===== src/rtl/raster_stream_rx.sv =====
// raster_stream_rx: receives a pixel stream framed by sof/eol markers, recovers
// each pixel's (x,y) raster coordinate and flags framing errors. One registered
// output stage with a valid/ready handshake on both sides.
// Optional feature: define RASTER_RX_ERR_CNT_EN to add a saturating 16-bit
// err_count output that counts cycles carrying an error pulse.
module raster_stream_rx #(
  parameter int WIDTH     = 10,
  parameter int HEIGHT    = 10,
  parameter int DATA_BITS = 8,
  localparam int X_BITS   = $clog2(WIDTH),
  localparam int Y_BITS   = $clog2(HEIGHT)
) (
  input  logic                 clk,
  input  logic                 rst,
  input  logic                 s_valid,
  output logic                 s_ready,
  input  logic [DATA_BITS-1:0] s_data,
  input  logic                 s_sof,
  input  logic                 s_eol,
  output logic                 m_valid,
  input  logic                 m_ready,
  output logic [DATA_BITS-1:0] m_data,
  output logic [X_BITS-1:0]    m_x,
  output logic [Y_BITS-1:0]    m_y,
  output logic                 m_eof,
  output logic                 err_sof,
  output logic                 err_eol
`ifdef RASTER_RX_ERR_CNT_EN
  ,
  output logic [15:0]          err_count
`endif
);

  typedef enum logic [0:0] {
    IDLE   = 1'b0,
    ACTIVE = 1'b1
  } state_t;

  localparam logic [X_BITS-1:0] X_ZERO = {X_BITS{1'b0}};
  localparam logic [Y_BITS-1:0] Y_ZERO = {Y_BITS{1'b0}};
  localparam logic [X_BITS-1:0] X_ONE  = X_BITS'(1);
  localparam logic [Y_BITS-1:0] Y_ONE  = Y_BITS'(1);
  localparam logic [X_BITS-1:0] X_LAST = X_BITS'(WIDTH - 1);
  localparam logic [Y_BITS-1:0] Y_LAST = Y_BITS'(HEIGHT - 1);

  state_t              state_r;
  logic [X_BITS-1:0]   ex_r;
  logic [Y_BITS-1:0]   ey_r;

  logic                accept_s;
  logic                emit_s;
  logic                sof_err_s;
  logic                eol_err_s;
  logic [X_BITS-1:0]   pos_x_s;
  logic [Y_BITS-1:0]   pos_y_s;
  logic                last_x_s;
  logic                line_end_s;
  logic                frame_end_s;
  logic [X_BITS-1:0]   next_x_s;
  logic [Y_BITS-1:0]   next_y_s;
  state_t              next_state_s;

  // The output register may take a new beat when it is empty or being drained.
  assign s_ready  = rst && (!m_valid || m_ready);
  assign accept_s = s_valid && s_ready;

  // Decide where an accepted beat lands, whether it is kept and which errors it raises.
  always_comb begin
    emit_s    = 1'b0;
    sof_err_s = 1'b0;
    eol_err_s = 1'b0;
    pos_x_s   = ex_r;
    pos_y_s   = ey_r;
    case (state_r)
      IDLE: begin
        pos_x_s = X_ZERO;
        pos_y_s = Y_ZERO;
        if (s_sof) begin
          emit_s    = accept_s;
          sof_err_s = 1'b0;
        end else begin
          emit_s    = 1'b0;
          sof_err_s = accept_s;
        end
      end
      ACTIVE: begin
        emit_s = accept_s;
        if (s_sof) begin
          // A new frame start always wins: realign to the origin.
          pos_x_s   = X_ZERO;
          pos_y_s   = Y_ZERO;
          sof_err_s = accept_s && ((ex_r != X_ZERO) || (ey_r != Y_ZERO));
        end else begin
          pos_x_s   = ex_r;
          pos_y_s   = ey_r;
          sof_err_s = 1'b0;
        end
        // eol must coincide exactly with the last column of the line.
        eol_err_s = accept_s && (s_eol != (pos_x_s == X_LAST));
      end
      default: begin
        emit_s    = 1'b0;
        sof_err_s = 1'b0;
        eol_err_s = 1'b0;
      end
    endcase
  end

  // Work out the expected position and state following the emitted beat.
  always_comb begin
    last_x_s    = (pos_x_s == X_LAST);
    line_end_s  = last_x_s || s_eol;
    frame_end_s = line_end_s && (pos_y_s == Y_LAST);
    if (frame_end_s) begin
      next_x_s     = X_ZERO;
      next_y_s     = Y_ZERO;
      next_state_s = IDLE;
    end else if (line_end_s) begin
      next_x_s     = X_ZERO;
      next_y_s     = pos_y_s + Y_ONE;
      next_state_s = ACTIVE;
    end else begin
      next_x_s     = pos_x_s + X_ONE;
      next_y_s     = pos_y_s;
      next_state_s = ACTIVE;
    end
  end

  // Framing FSM, position counters, output register stage and error pulses.
  always_ff @(posedge clk) begin
    if (!rst) begin
      state_r <= IDLE;
      ex_r    <= X_ZERO;
      ey_r    <= Y_ZERO;
      m_valid <= 1'b0;
      m_data  <= {DATA_BITS{1'b0}};
      m_x     <= X_ZERO;
      m_y     <= Y_ZERO;
      m_eof   <= 1'b0;
      err_sof <= 1'b0;
      err_eol <= 1'b0;
    end else begin
      err_sof <= sof_err_s;
      err_eol <= eol_err_s;
      if (emit_s) begin
        state_r <= next_state_s;
        ex_r    <= next_x_s;
        ey_r    <= next_y_s;
        m_valid <= 1'b1;
        m_data  <= s_data;
        m_x     <= pos_x_s;
        m_y     <= pos_y_s;
        m_eof   <= frame_end_s;
      end else if (m_ready) begin
        m_valid <= 1'b0;
      end else begin
        // Stalled downstream: everything holds.
        m_valid <= m_valid;
      end
    end
  end

`ifdef RASTER_RX_ERR_CNT_EN
  // Count cycles carrying any error pulse, saturating at full scale.
  always_ff @(posedge clk) begin
    if (!rst) begin
      err_count <= 16'h0000;
    end else if ((err_sof || err_eol) && (err_count != 16'hFFFF)) begin
      err_count <= err_count + 16'h0001;
    end else begin
      err_count <= err_count;
    end
  end
`endif

endmodule


===== config.mk =====
export PLATFORM = sky130hd
export DESIGN_NAME = raster_stream_rx
export DESIGN_NICKNAME = d
export VERILOG_FILES = /design/src/rtl/raster_stream_rx.sv
export SDC_FILE = /design/constraint.sdc
export NUM_CORES = 1
export LEC_CHECK = 0
export CAP_MARGIN = 20
export CELL_PAD_IN_SITES_DETAIL_PLACEMENT = 0
export CELL_PAD_IN_SITES_GLOBAL_PLACEMENT = 2
export CORE_UTILIZATION = 31
export CTS_CLUSTER_DIAMETER = 200
export DETAILED_ROUTE_END_ITERATION = 10
export GPL_ROUTABILITY_DRIVEN = 1
export PLACE_DENSITY = 0.81
export RECOVER_POWER = 25
export SLEW_MARGIN = 20
export SYNTH_ARGS = -nofsm -noshare
export SYNTH_HDL_FRONTEND = slang
export SYNTH_SLANG_ARGS = --single-unit

===== constraint.sdc =====
create_clock -name clk -period 6.65 [get_ports clk]
set_clock_uncertainty 0.15 [all_clocks]
set_input_delay 1.995 -clock clk [delete_from_list [all_inputs] [get_ports clk]]
set_output_delay 1.995 -clock clk [all_outputs]
set_load 0.1 [all_outputs]

==> results.py, run 1 <==
metrics = {
    "outcome": {
        "status": "finished clean",
    },
    "placed_design": {
        "place_hpwl_mm": 2.297,
        "globalplace.congestion": 0.7695,
        "io_buffers": 34,
        "dp_cells": 230,
        "place_area_um2": 1764,
        "place_ws_ps": 1268,
    },
    "cts": {
        "post_cts_buffers": 0,
        "insertion_delay_ps": 270,
        "htreeDepth": 2,
        "holdBufCountCts": 0,
        "clk_pin_slew_ps": 60,
        "clockBufferDepth": 2,
        "cts_tree": "built",
        "numCtsBuffers": 5,
        "cts_sinks": 29,
        "cts_resized": 0,
        "root_buffer": "clkbuf_8",
    },
    "worst_setup_path": {
        "path_delay_family": "buffers and inverters",
        "reg2reg_slack_ps": 4030,
        "cp_slowest_stage_delay_ps": 520,
        "cp.required_ps": 4510,
        "cp-start-kind": "input pin",
        "cp_num_buf_inv": 3,
        "arrival_ps": 3280,
        "crit_type": "in -> out",
        "crit_top_cell": "buf_4",
        "cp_slowest_cell": "dlygate4sd3_1",
        "ff2ff_path_depth": 4,
        "crit_chain": "dlygate4sd3_1, buf_4, and2_1, buf_4",
        "end_kind": "primary output",
        "cp.depth": 4,
        "cp_max_fo": 34,
    },
    "global_route": {
        "grt_pass1_wl_mm": 5.485,
        "grt_util_met3": 0.04441,
        "grt-ovfl-total": 0,
        "grt_max_degree": 35,
        "antenna_found_initial": 0,
        "grtUsageTotal": 0.1599,
        "grt_pass1_vias": 1154,
        "grt_busiest_layer": "met2",
        "use_met1": 0.1929,
        "use_met2": 0.2706,
    },
    "hold_path": {
        "hold_class": "reg -> reg",
        "min_path_cells": 2,
    },
    "final_layout": {
        "finalInstanceArea_um2": 1836,
        "layout.cells.non_filler": 237,
        "post-route-util": 0.4429,
        "drive_gt1_frac": 0.06417,
        "area_delta_synth_final_pct": 31.92,
        "n_antenna_cell": 0,
        "nets": 204,
    },
    "synth": {
        "synth_ff_type": "dfxtp_1",
        "synthMuxAreaShare": 0,
        "async_flop_share": 0,
        "synth_top_area_frac": 0.4173,
        "yosys.cell_types.count": 39,
        "synth_nets": 170,
        "ys_ff_latch": 29,
        "yosysSeqAreaShare": 0.4173,
        "synth_area_leaders": "dfxtp_1 (42%), nand2_1 (8.1%), nor2b_1 (4.9%)",
        "synthTopCellsByCount": "nand2_1 (30), dfxtp_1 (29), nor2b_1 (11), a21boi_1 (9), nand3_1 (6)",
        "syn-instance-count": 153,
        "synth-edff-count": 0,
        "synth_xor_area_frac": 0.01259,
        "synth_top_area_cell": "dfxtp_1",
        "synth-simple-area-share": 0.2923,
        "synth_compound_area_frac": 0.2149,
        "synth_area_um2": 1391,
        "yosysMostFrequentCell": "nand2_1",
        "synth_warnings": 0,
        "synth_top_family_by_area": "simple AND/OR/NAND/NOR gates",
        "yosys.area_share.adder": 0.02698,
        "avgSynthCellArea_um2": 9.094,
    },
    "power_and_ir_drop": {
        "pwr-share-comb": 0.143,
        "leakage_nw": 0.6383,
        "ir_worst_vdd_v": 0.0001140,
        "p_per_area_nw_per_um2": 205.5,
        "swShare": 0.2665,
        "clockPowerShare": 0.382,
        "pwr-share-seq": 0.475,
        "p_int_mw": 0.2767,
        "fin_total_pwr_mw": 0.3772,
        "p_sw_mw": 0.1005,
    },
    "sta": {
        "whs_ps": 302.0,
        "max_slew_margin": 0.2427,
        "final-setup-viol-count": 0,
        "worst_slack_ps": 1227,
        "worst_slew_pin_slew_ps": 1130,
        "setup-tns-final_ps": 0,
        "slew_violations": 0,
        "fmax_mhz": 184.4,
        "finalHoldViolCount": 0,
        "rsz0062_at_grt": "false",
        "fin_crit_ps": 5423,
        "period_share": 0.8155,
    },
    "die": {
        "core-area_um2": 4144,
        "fp.dieW_um": 69.00,
        "start_util": 0.3357,
        "std_cell_rows": 23,
        "ioPinCount": 35,
        "design.die.area_um2": 4760,
        "dieHeight_um": 69.00,
    },
    "drt": {
        "vias_per_cell": 5.211,
        "wl_per_cell_um": 14.35,
        "drt-initial-drc-count": 41,
        "drt-pass1-iter-count": 4,
        "drc": 0,
        "ant_nets": 0,
        "vias": 1235,
        "wl_mm": 3.402,
    },
    "flow_run": {
        "drv_cap": 0,
    },
}
==> tightest hold or removal path, delay by kind of cell (launching register included) <==
family | cells | cell delay (ps)
DFF | 1 | 310
AOI/OAI and AO/OA | 1 | 50
and+or+nand+nor | 1 | 50
==> power by group through the flow <==
stage / Sequential [mW] / Combinational [mW] / Clock, mW
finish: 0.179 / 0.0539 / 0.144
detailed placement: 0.183 / 0.0552 / 0
global route: 0.180 / 0.0569 / 0.157
global placement: 0.183 / 0.0548 / 0
CTS: 0.179 / 0.0554 / 0.149
floorplan: 0.200 / 0.0201 / 0
==> cells in the final DEF (no fill, tap or decap), drive strengths merged <==
cell type / instances
clkdlybuf4s50: 32
nand2: 30
dfxtp: 29
a21boi: 12
nor2b: 11
clkbuf: 7
nand3: 6
a32oi: 5
and2: 4
nor2: 4
a22oi: 4
nand2b: 3
and3: 3
o22ai: 3
ha: 3
buf: 3
a21oi: 3
inv: 2
nand4b: 2
nor4: 2
o21a: 2
xnor2: 2
and4b: 1
nand4bb: 1
a2111oi: 1
or4: 1
o221ai: 1
nor4bb: 1
or3: 1
nand4: 1
o211ai: 1
nor3: 1
a41o: 1
a32o: 1
o2111ai: 1
o211a: 1
dlygate4sd3: 1
==> final cells by class <==
cell class	count	area, µm²
sequential	29	580.6
clock buffer	7	86.33
timing repair buffer	36	352.8
fill	428	2308
tap	50	62.56
multi-input combinational	113	745.7
inverter	2	7.507
==> final timing paths <==
kind / from / to
setup / recovery: rst / s_ready
hold / removal: m_eof / m_eof
setup reg to reg: state_r / ex_r[3]
hold reg to reg: m_eof / m_eof
==> registers in the layout (all words and copies together), names as in the netlist <==
signal,cells
err_eol,1
err_sof,1
ex_r,4
ey_r,4
m_data,8
m_eof,1
m_valid,1
m_x,4
m_y,4
state_r,1
==> logic make-up after synthesis <==
family                   count (synthesis)
AND/OR/NAND/NOR                         72
XOR/XNOR                                 2
flip-flops                              29
AO/OA/AOI/OAI                           36
buffers and inverters                   11
adder cells (fa/ha/maj)                  3
==> routing by layer <==
metal	vias to the layer above	part of all wire
met5	-	0
met4	0	0.0071
met3	4	0.058
met2	39	0.46
met1	578	0.47
li1	614	-
(Power assumes the default switching activity.)
==> run 2, diff against run 1 <==
--- a/config.mk
+++ b/config.mk
@@ -8,11 +8,11 @@
 export CAP_MARGIN = 20
 export CELL_PAD_IN_SITES_DETAIL_PLACEMENT = 0
 export CELL_PAD_IN_SITES_GLOBAL_PLACEMENT = 2
-export CORE_UTILIZATION = 31
+export CORE_UTILIZATION = 26
 export CTS_CLUSTER_DIAMETER = 200
 export DETAILED_ROUTE_END_ITERATION = 10
 export GPL_ROUTABILITY_DRIVEN = 1
-export PLACE_DENSITY = 0.81
+export PLACE_DENSITY = 0.72
 export RECOVER_POWER = 25
 export SLEW_MARGIN = 20
 export SYNTH_ARGS = -nofsm -noshare
==> constraint.sdc (replaced) <==
create_clock -name clk -period 4.6 [get_ports clk]
set_clock_uncertainty 0.15 [all_clocks]
set_input_delay 1.38 -clock clk [delete_from_list [all_inputs] [get_ports clk]]
set_output_delay 1.38 -clock clk [all_outputs]
set_load 0.1 [all_outputs]
==> results.py, run 2 (same netlist as run 1, synthesis figures left out) <==
metrics = {
    "outcome": {
        "status": "finished clean",
    },
    "sta": {
        "slew_violations": 0,
        "final-setup-viol-count": 0,
        "period_share": 0.8702,
        "finalHoldViolCount": 0,
        "fin_crit_ps": 4003,
        "max_slew_margin": 0.1495,
        "rsz0062_at_grt": "false",
        "fmax_mhz": 249.8,
        "setup-tns-final_ps": 0,
        "worst_slew_pin_slew_ps": 1276,
    },
    "placed_design": {
        "place_area_um2": 1802,
        "io_buffers": 34,
        "globalplace.congestion": 0.8642,
        "place_hpwl_mm": 2.298,
    },
    "cts": {
        "insertion_delay_ps": 270,
        "cts_sinks": 29,
        "htreeDepth": 2,
        "root_buffer": "clkbuf_8",
        "cts_tree": "built",
        "numCtsBuffers": 5,
        "holdBufCountCts": 0,
        "clk_pin_slew_ps": 60,
        "cts_resized": 0,
        "clockBufferDepth": 2,
        "post_cts_buffers": 0,
    },
    "final_layout": {
        "drive_gt1_frac": 0.06417,
        "largest_reg_flops": 8,
        "final_cell_mix": "clkdlybuf4s50_1 (33), nand2_1 (30), dfxtp_1 (29)",
        "post-route-util": 0.3666,
        "regMostFlops": "m_data",
        "fillCellCount": 563,
        "nets": 204,
        "mostFrequentLayoutCell": "clkdlybuf4s50_1",
        "regArea_um2": 580.6,
        "finalInstanceArea_um2": 1884,
        "multiInputGateArea_um2": 760.7,
        "area_delta_synth_final_pct": 35.43,
        "n_antenna_cell": 0,
    },
    "worst_setup_path": {
        "ff2ff_path_depth": 7,
        "path_delay_family": "buffers and inverters",
        "cp_slowest_cell": "clkbuf_1",
        "cp_max_fo": 33,
        "reg2reg_slack_ps": 2190,
        "cp.required_ps": 4640,
        "cp-start-kind": "input pin",
        "arrival_ps": 4040,
        "crit_chain": "clkdlybuf4s50_1, clkbuf_1, nand4b_4, or4_1, o221ai_1",
        "cp_slowest_stage_delay_ps": 930,
        "end_kind": "flip-flop",
        "worstReg2RegEnd": "ey_r[1]",
        "cp_num_buf_inv": 2,
        "crit_type": "in -> reg",
        "r2r_start": "state_r",
    },
    "die": {
        "fp.dieW_um": 75.15,
        "dieHeight_um": 75.15,
        "ioPinCount": 35,
        "core-area_um2": 5140,
        "std_cell_rows": 26,
        "design.die.area_um2": 5648,
        "start_util": 0.2707,
    },
    "flow_run": {
        "drv_cap": 0,
    },
    "hold_path": {
        "hold_class": "reg -> reg",
        "min_to": "m_data[0]",
        "min_path_cells": 2,
        "hp-start": "m_data[0]",
    },
    "global_route": {
        "grt_max_degree": 34,
        "grt_pass1_vias": 1210,
        "grt-ovfl-total": 0,
        "grt_pass1_wl_mm": 5.602,
        "antenna_found_initial": 0,
        "grtUsageTotal": 0.1339,
    },
    "drt": {
        "drt-pass1-iter-count": 4,
        "vias_per_cell": 4.724,
        "wl_per_cell_um": 13.32,
        "drc": 0,
        "drt-initial-drc-count": 17,
        "ant_nets": 0,
        "wl_mm": 3.423,
        "vias": 1214,
    },
    "power_and_ir_drop": {
        "p_per_area_nw_per_um2": 291.1,
        "leakage_nw": 0.6452,
        "ir_worst_vdd_v": 0.0001042,
    },
}
-- run 2: cell count changes in the layout (fill, tap and decap cells not counted) --
cell	change
clkbuf_1	+1
buf_4	-2
clkdlybuf4s50_1	+1
nand4b_1	-1
buf_12	+1
nand4b_4	+1
dlygate4sd3_1	-1
-- run 2: worst max-delay path by stage --
stage | start | to | slack, ps | cells after the start
2_1_floorplan | rst | s_ready | 710 | 2
3_3_place_gp | m_ready | s_ready | 660 | 4
3_5_place_dp | m_ready | s_ready | 640 | 4
4_1_cts | m_ready | s_ready | 630 | 4
5_1_grt | rst | ex_r[3] | 300 | 5
6_report | rst | ex_r[3] | 600 | 5
-- run 2: power by group --
part	leakage, nW	internal (mW)	switching [mW]	total, mW
registers	0.235	0.256	0.00341	0.259
logic	0.366	0.0279	0.0525	0.0804
clock network	0.0443	0.118	0.0905	0.209
-- run 2: per-stage QoR --
| stage | hold WS, ps | worst slack, ps | power [mW] | instances |
|---|---|---|---|---|
| after floorplan | 327.4 | 712.6 | 0.3182 | 153 |
| after global placement | 289.9 | 660.6 | 0.3456 | 250 |
| after detailed placement | 294.9 | 637.2 | 0.3458 | 250 |
| after CTS | 303.5 | 629.2 | 0.5607 | 257 |
| after global routing | 329.9 | 298.9 | 0.5701 | 257 |
| final | 302.5 | 597.1 | 0.5486 | 257 |
-- run 2: cell type report --
class                      instances  share of cell area
clock buffer                       7             0.04582
sequential                        29              0.3081
tap                               70             0.04648
multi-input combinational        113              0.4037
timing repair buffer              36              0.1919
inverter                           2            0.003984
-- run 2: layer usage --
metal  track usage  part of all wire
met4       0.03704            0.0067
met2        0.2312              0.46
met1        0.1608              0.48
met3       0.04150             0.053
met5             0                 0
-- run 2: worst register-to-register path, stage by stage, from the launching register on --
cell	delay (ps)
dfxtp_1	430
nor2b_1	470
and2_1	290
ha_1	210
nand2_1	90
a2111oi_4	350
nor2_1	100
a32o_1	210
